===== src/rtl/symm_orth_iter_if.sv =====
// Handshake and matrix bus of the symmetric-orthogonalisation engine.
// The W-register bank side drives the master modport; the engine takes the slave modport.
interface symm_orth_iter_if #(
   parameter int N  = 4,
   parameter int DW = 26
);
   logic                  start_symm;
   logic                  mode_symm;
   logic [N*N*DW-1:0]     w_in;
   logic [N*N*DW-1:0]     w_out;
   logic                  busy_symm;
   logic                  done_symm;

   modport master (
      output start_symm, mode_symm, w_in,
      input  w_out, busy_symm, done_symm
   );

   modport slave (
      input  start_symm, mode_symm, w_in,
      output w_out, busy_symm, done_symm
   );
endinterface


===== src/rtl/symm_orth_iter.sv =====
// One symmetric-orthogonalisation step: Q = (W*W^T)*W on a single time-shared MAC,
// returning 0.5*Q or 1.5*W - 0.5*Q saturated to DW bits.
module symm_orth_iter #(
   parameter int N    = 4,
   parameter int DW   = 26,
   parameter int FRAC = 13
) (
   input  logic            clk_symm,
   input  logic            rst_symm,
   symm_orth_iter_if.slave bus
);
   localparam int CW = (N > 1) ? $clog2(N) : 1;
   localparam int AW = 2*DW - FRAC + $clog2(N) + 1;
   localparam logic [CW-1:0] LAST = CW'(N-1);

   typedef enum logic [1:0] {IDLE, PH_A, PH_B, DONE} state_t;

   function automatic logic signed [DW-1:0] sat_dw(input logic signed [AW-1:0] v);
      if (v[AW-1:DW-1] == {(AW-DW+1){v[AW-1]}}) begin
         sat_dw = v[DW-1:0];
      end else if (v[AW-1]) begin
         sat_dw = {1'b1, {(DW-1){1'b0}}};
      end else begin
         sat_dw = {1'b0, {(DW-1){1'b1}}};
      end
   endfunction

   state_t                 state_q;
   logic                   mode_q, busy_q, done_q, fin_q;
   logic [CW-1:0]          r_q, c_q, k_q;
   logic [CW-1:0]          r_d, c_d, k_d;
   logic signed [AW-1:0]   acc_q, acc_d;
   logic [N*N*DW-1:0]      w_out_q;
   logic signed [DW-1:0]   w_buf_q [N][N];
   logic signed [DW-1:0]   p_buf_q [N][N];
   logic signed [DW-1:0]   r_buf_q [N][N];

   logic signed [DW-1:0]   op_a_s, op_b_s;
   logic signed [2*DW-1:0] prod_s;
   logic signed [AW-1:0]   w_ext_s, upd_s;
   logic                   last_k_s, last_elem_s;

   assign bus.w_out     = w_out_q;
   assign bus.busy_symm = busy_q;
   assign bus.done_symm = done_q;

   // MAC operand selection, accumulation and counter stepping (k fastest, then c, then r)
   always_comb begin
      if (state_q == PH_A) begin
         op_a_s = w_buf_q[r_q][k_q];
         op_b_s = w_buf_q[c_q][k_q];
      end else begin
         op_a_s = p_buf_q[r_q][k_q];
         op_b_s = w_buf_q[k_q][c_q];
      end
      prod_s  = op_a_s * op_b_s;
      acc_d   = acc_q + AW'(prod_s >>> FRAC);
      w_ext_s = AW'(w_buf_q[r_q][c_q]);
      upd_s   = w_ext_s + (w_ext_s >>> 1'b1) - (acc_d >>> 1'b1);

      last_k_s    = (k_q == LAST);
      last_elem_s = last_k_s && (c_q == LAST) && (r_q == LAST);
      k_d = r_q;
      c_d = c_q;
      r_d = r_q;
      if (last_k_s) begin
         k_d = '0;
         if (c_q == LAST) begin
            c_d = '0;
            r_d = (r_q == LAST) ? '0 : r_q + 1'b1;
         end else begin
            c_d = c_q + 1'b1;
         end
      end else begin
         k_d = k_q + 1'b1;
      end
   end

   // Sequencer: PH_A fills P, PH_B fills the result buffer, one extra cycle publishes it
   always_ff @(posedge clk_symm) begin
      if (rst_symm) begin
         state_q <= IDLE;
         mode_q  <= 1'b0;
         busy_q  <= 1'b0;
         done_q  <= 1'b0;
         fin_q   <= 1'b0;
         r_q     <= '0;
         c_q     <= '0;
         k_q     <= '0;
         acc_q   <= '0;
         w_out_q <= '0;
         for (int i = 0; i < N; i++) begin
            for (int j = 0; j < N; j++) begin
               w_buf_q[i][j] <= '0;
               p_buf_q[i][j] <= '0;
               r_buf_q[i][j] <= '0;
            end
         end
      end else begin
         case (state_q)
            IDLE, DONE: begin
               done_q <= 1'b0;
               if (bus.start_symm) begin
                  for (int i = 0; i < N; i++) begin
                     for (int j = 0; j < N; j++) begin
                        w_buf_q[i][j] <= bus.w_in[(i*N+j)*DW +: DW];
                     end
                  end
                  mode_q  <= bus.mode_symm;
                  r_q     <= '0;
                  c_q     <= '0;
                  k_q     <= '0;
                  acc_q   <= '0;
                  fin_q   <= 1'b0;
                  busy_q  <= 1'b1;
                  state_q <= PH_A;
               end else begin
                  busy_q  <= 1'b0;
                  state_q <= IDLE;
               end
            end
            PH_A: begin
               acc_q <= last_k_s ? '0 : acc_d;
               if (last_k_s) begin
                  p_buf_q[r_q][c_q] <= sat_dw(acc_d);
               end
               r_q <= r_d;
               c_q <= c_d;
               k_q <= k_d;
               if (last_elem_s) begin
                  state_q <= PH_B;
               end
            end
            PH_B: begin
               if (fin_q) begin
                  for (int i = 0; i < N; i++) begin
                     for (int j = 0; j < N; j++) begin
                        w_out_q[(i*N+j)*DW +: DW] <= r_buf_q[i][j];
                     end
                  end
                  fin_q   <= 1'b0;
                  busy_q  <= 1'b0;
                  done_q  <= 1'b1;
                  state_q <= DONE;
               end else begin
                  acc_q <= last_k_s ? '0 : acc_d;
                  // the mode-1 update uses the unsaturated Q held in acc_d
                  if (last_k_s) begin
                     r_buf_q[r_q][c_q] <= mode_q ? sat_dw(upd_s) : sat_dw(acc_d >>> 1'b1);
                  end
                  r_q <= r_d;
                  c_q <= c_d;
                  k_q <= k_d;
                  if (last_elem_s) begin
                     fin_q <= 1'b1;
                  end
               end
            end
            default: begin
               busy_q  <= 1'b0;
               done_q  <= 1'b0;
               state_q <= IDLE;
            end
         endcase
      end
   end
endmodule


===== src/flat_wrapper.sv =====
// flat-port wrapper written by rule: the top's interface ports become plain ports
module symm_orth_iter_flat 
#(
   parameter int N    = 4,
   parameter int DW   = 26,
   parameter int FRAC = 13
)
  (clk_symm, rst_symm, bus_start_symm, bus_mode_symm, bus_w_in, bus_w_out, bus_busy_symm, bus_done_symm);
  symm_orth_iter_if #(.N(N), .DW(DW)) bus_i ();
  input  logic clk_symm;
  input  logic rst_symm;
  input wire logic [$bits(bus_i.start_symm)-1:0] bus_start_symm;
  input wire logic [$bits(bus_i.mode_symm)-1:0] bus_mode_symm;
  input wire logic [$bits(bus_i.w_in)-1:0] bus_w_in;
  output wire logic [$bits(bus_i.w_out)-1:0] bus_w_out;
  output wire logic [$bits(bus_i.busy_symm)-1:0] bus_busy_symm;
  output wire logic [$bits(bus_i.done_symm)-1:0] bus_done_symm;
  assign bus_i.start_symm = bus_start_symm;
  assign bus_i.mode_symm = bus_mode_symm;
  assign bus_i.w_in = bus_w_in;
  assign bus_w_out = bus_i.w_out;
  assign bus_busy_symm = bus_i.busy_symm;
  assign bus_done_symm = bus_i.done_symm;
  symm_orth_iter #(.N(N), .DW(DW), .FRAC(FRAC)) u_core (.clk_symm(clk_symm), .rst_symm(rst_symm), .bus(bus_i));
endmodule

===== config.mk =====
export PLATFORM = sky130hd
export DESIGN_NAME = symm_orth_iter_flat
export DESIGN_NICKNAME = d
export VERILOG_FILES = /design/src/rtl/symm_orth_iter_if.sv /design/src/rtl/symm_orth_iter.sv /design/src/flat_wrapper.sv
export SDC_FILE = /design/constraint.sdc
export NUM_CORES = 2
export LEC_CHECK = 0
export BUFFER_PORTS_ARGS = -buffer_cell sky130_fd_sc_hd__buf_4
export CORE_AREA = 2 2 405 607
export CTS_BUF_LIST = sky130_fd_sc_hd__clkbuf_16
export DETAILED_ROUTE_END_ITERATION = 10
export DIE_AREA = 0 0 407 609
export GPL_TIMING_DRIVEN = 0
export PLACE_DENSITY_LB_ADDON = 0.12
export RECOVER_POWER = 25
export SLEW_MARGIN = 10
export SYNTH_ARGS = -nofsm -noshare
export SYNTH_HDL_FRONTEND = slang
export SYNTH_SLANG_ARGS = --single-unit

===== constraint.sdc =====
create_clock -name clk_symm -period 16.7 [get_ports clk_symm]
set_clock_uncertainty 0.15 [all_clocks]
set_input_delay 2.505 -clock clk_symm [delete_from_list [all_inputs] [get_ports clk_symm]]
set_output_delay 2.505 -clock clk_symm [all_outputs]
set_load 0.01 [all_outputs]

==> results.ini <==
[routing]
wl_per_cell_um=35.1
drtIter0Drc=11000
dr.pass1.iters=6
dr_total_vias=86300
viasPerCell=6.10
ant_nets=0
remaining_drc_errors=0
drt-total-wl_um=496000

[logic_synthesis]
netlist_area_um2=109000
ys_types=97
synth_area_per_cell_um2=11.3
yosys_warnings=0
synth.top_cell.area_share_pct=34.5
synth_edf_count=1248
ys.flop_type=edfxtp_1
synth_seq_area_share_pct=43.3
ys_ff_latch=1724
synth_area_leaders=edfxtp_1, fa_1, mux4_2
async_flop_share_pct=0
synth_cells=9628
synth_top_cell_by_area=edfxtp_1
synth_fp_nets=11000

[critical_path]
required_ns=17.13
cpMaxStageDelayCell=clkbuf_1
crit_top_cell=fa_1
path_max_fanout=10
critPathKind=reg2reg
critPathLaunchType=register
slowest_delay_ns=1.02
worstPathArrival_ns=17.04
crit_path_end_kind=register

[floorplanning]
die_x_um=407
io_pins=838
die_area_um2=248000
placement_rows=222
dieHeight_um=609
core_area_um2=243000
initial_core_util_pct=44.7

[clocking]
htreeDepth=4
hold_buffers=0
clock-sinks=1724
numCtsBuffers=179
cts.path.max_buffers=4
clk_latency_ns=0.88
clk_pin_slew_worst_paths_ns=0.07
root_buffer=clkbuf_16
tritoncts=built

[layout]
fin_nets=12100
drive_above_1_share_pct=18.0
multi_input_area_um2=56600
final_common_cell=nand2_1
postLayoutCoreUtil_pct=52.0
layout_common_cells=nand2_1, edfxtp_1, inv_1
syn2layout_area_growth_pct=16.4
seq_area_um2=47000
nFillCells=22200

[sta]
fmax_mhz=60.2
max_slew_margin_pct=2.69
setup_violations=0
fin_crit_sh_pct=99.5
period_minus_slack_ns=16.61
slew_viol_final=0
hold_violations=0
worstMarginPinSlew_ns=1.46
holdWs_ns=0.304

[grt]
grt_max_degree=65
grt_pass1_wl_um=673000
grt_overflow=0
grt_pass1_vias=86600
grt_use_total_pct=39.4
antenna_found_initial=57

[placement]
gp_congestion=1.00
port_buffers=836
hpwl_um=390000

[status]
status=complete, no violations

[job]
maxCapViolations=0

[min_path]
hold_class=reg2reg

## cell type report
class                   count  share of cell area, %
multi-input cells        6361                   44.8
flip-flops and latches   1724                   37.2
repair buffers            941                   4.76
clock buffers             183                   3.62
well taps                3248                   3.21
plain buffers             657                   3.05
inverters                 872                   2.62
clock inverters           138                  0.716
diodes                     29                 0.0574
## logic make-up (layout without fill, tap and decap cells)
| logic type | Yosys count | in the layout | synth area share, % |
|---|---|---|---|
| fa+ha+maj | 988 | 988 | 16.5 |
| mux | 615 | 615 | 11.8 |
| compound gates | 1642 | 1642 | 9.64 |
| flops | 1724 | 1724 | 43.3 |
| simple gates | 2994 | 2994 | 12.3 |
| buf+inv | 1543 | 2791 | 5.55 |
| other cells | 0 | 29 | 0 |
| xor+xnor | 122 | 122 | 0.996 |
## Yosys cell counts, drive strengths merged (13+ instances only)
| library cell | number |
|---|---|
| nand2 | 1331 |
| edfxtp | 1248 |
| nor2 | 866 |
| a21oi | 864 |
| inv | 858 |
| fa | 735 |
| mux4 | 528 |
| clkbuf | 512 |
| dfxtp | 476 |
| and2 | 454 |
| o21a | 327 |
| ha | 253 |
| buf | 159 |
| a211oi | 96 |
| o21ai | 90 |
| nand2b | 89 |
| xnor2 | 72 |
| nand3 | 70 |
| a21o | 61 |
| mux2 | 50 |
| xor2 | 49 |
| nor3 | 43 |
| o21bai | 40 |
| mux2i | 37 |
| nor2b | 30 |
| nand4 | 26 |
| and3 | 21 |
| a22oi | 17 |
| o22a | 17 |
| clkinv | 14 |
| or2 | 14 |
| or3 | 14 |
| a31oi | 13 |
## metrics by stage
| step | cell area, um^2 | setup slack (ns) | TNS [ns] | instances |
|---|---|---|---|---|
| 4_1_cts | 127000 | 0.00248 | 0 | 14100 |
| 3_3_place_gp | 119000 | -6.48 | -4272.04 | 13700 |
| 3_5_place_dp | 120000 | -5.99 | -2600.22 | 13800 |
| 2_1_floorplan | 109000 | 1.10 | 0 | 9628 |
| 5_1_grt | 126000 | -0.0219 | -0.0548 | 14100 |
| 6_report | 126000 | 0.0912 | 0 | 14200 |
## routing by layer
layer,track usage [%],part of all wire [%],up-vias
met2,62.9,47,5771
met1,45.0,33,43500
li1,-,-,35400
met4,33.5,10,28
met3,8.64,9.7,1588
met5,0,0.045,-
## registers in the layout, summed over array words and instances (netlist names), named ones only
register and cells:
u_core.bus.done_symm 1, u_core.r_q 2, u_core.bus.busy_symm 1, u_core.c_q 2, u_core.state_q 2, u_core.mode_q 1
u_core.r_buf_q 416, bus_w_out 416, u_core.acc_q 42, u_core.fin_q 1, u_core.k_q 2, u_core.w_buf_q 416
u_core.p_buf_q 416
## worst max-delay path: cells and delay by family (launching register included)
family / cells / cell delay, ns
DFF: 1 / 0.51
AOI/OAI and AO/OA: 12 / 2.82
adders and majority gates: 11 / 5.20
xor gates and xnor gates: 2 / 0.51
and+or+nand+nor: 9 / 2.19
muxes: 3 / 1.80
buffers and inverters: 11 / 3.14
## path summary, 6_finish.rpt
check,slack [ns],startpoint,end,cells past startpoint
worst min register to register,0.30,bus_w_out[186],bus_w_out[186],2
worst min-delay path,0.30,bus_w_out[186],bus_w_out[186],2
worst max-delay path,0.09,u_core.k_q[0],u_core.r_buf_q[2][77],48
worst max register to register,0.09,u_core.k_q[0],u_core.r_buf_q[2][77],48
## what timing repair did
item | CTS | global route
resized for setup | 502 | 209
cloned | 0 | 0
endpoints found under the setup margin | 826 | 410
pin swaps | 15 | 9
setup buffers | 35 | 22
Power is not shown: default switching activity piles up to over one toggle a cycle in this logic, so the estimate is an artifact.
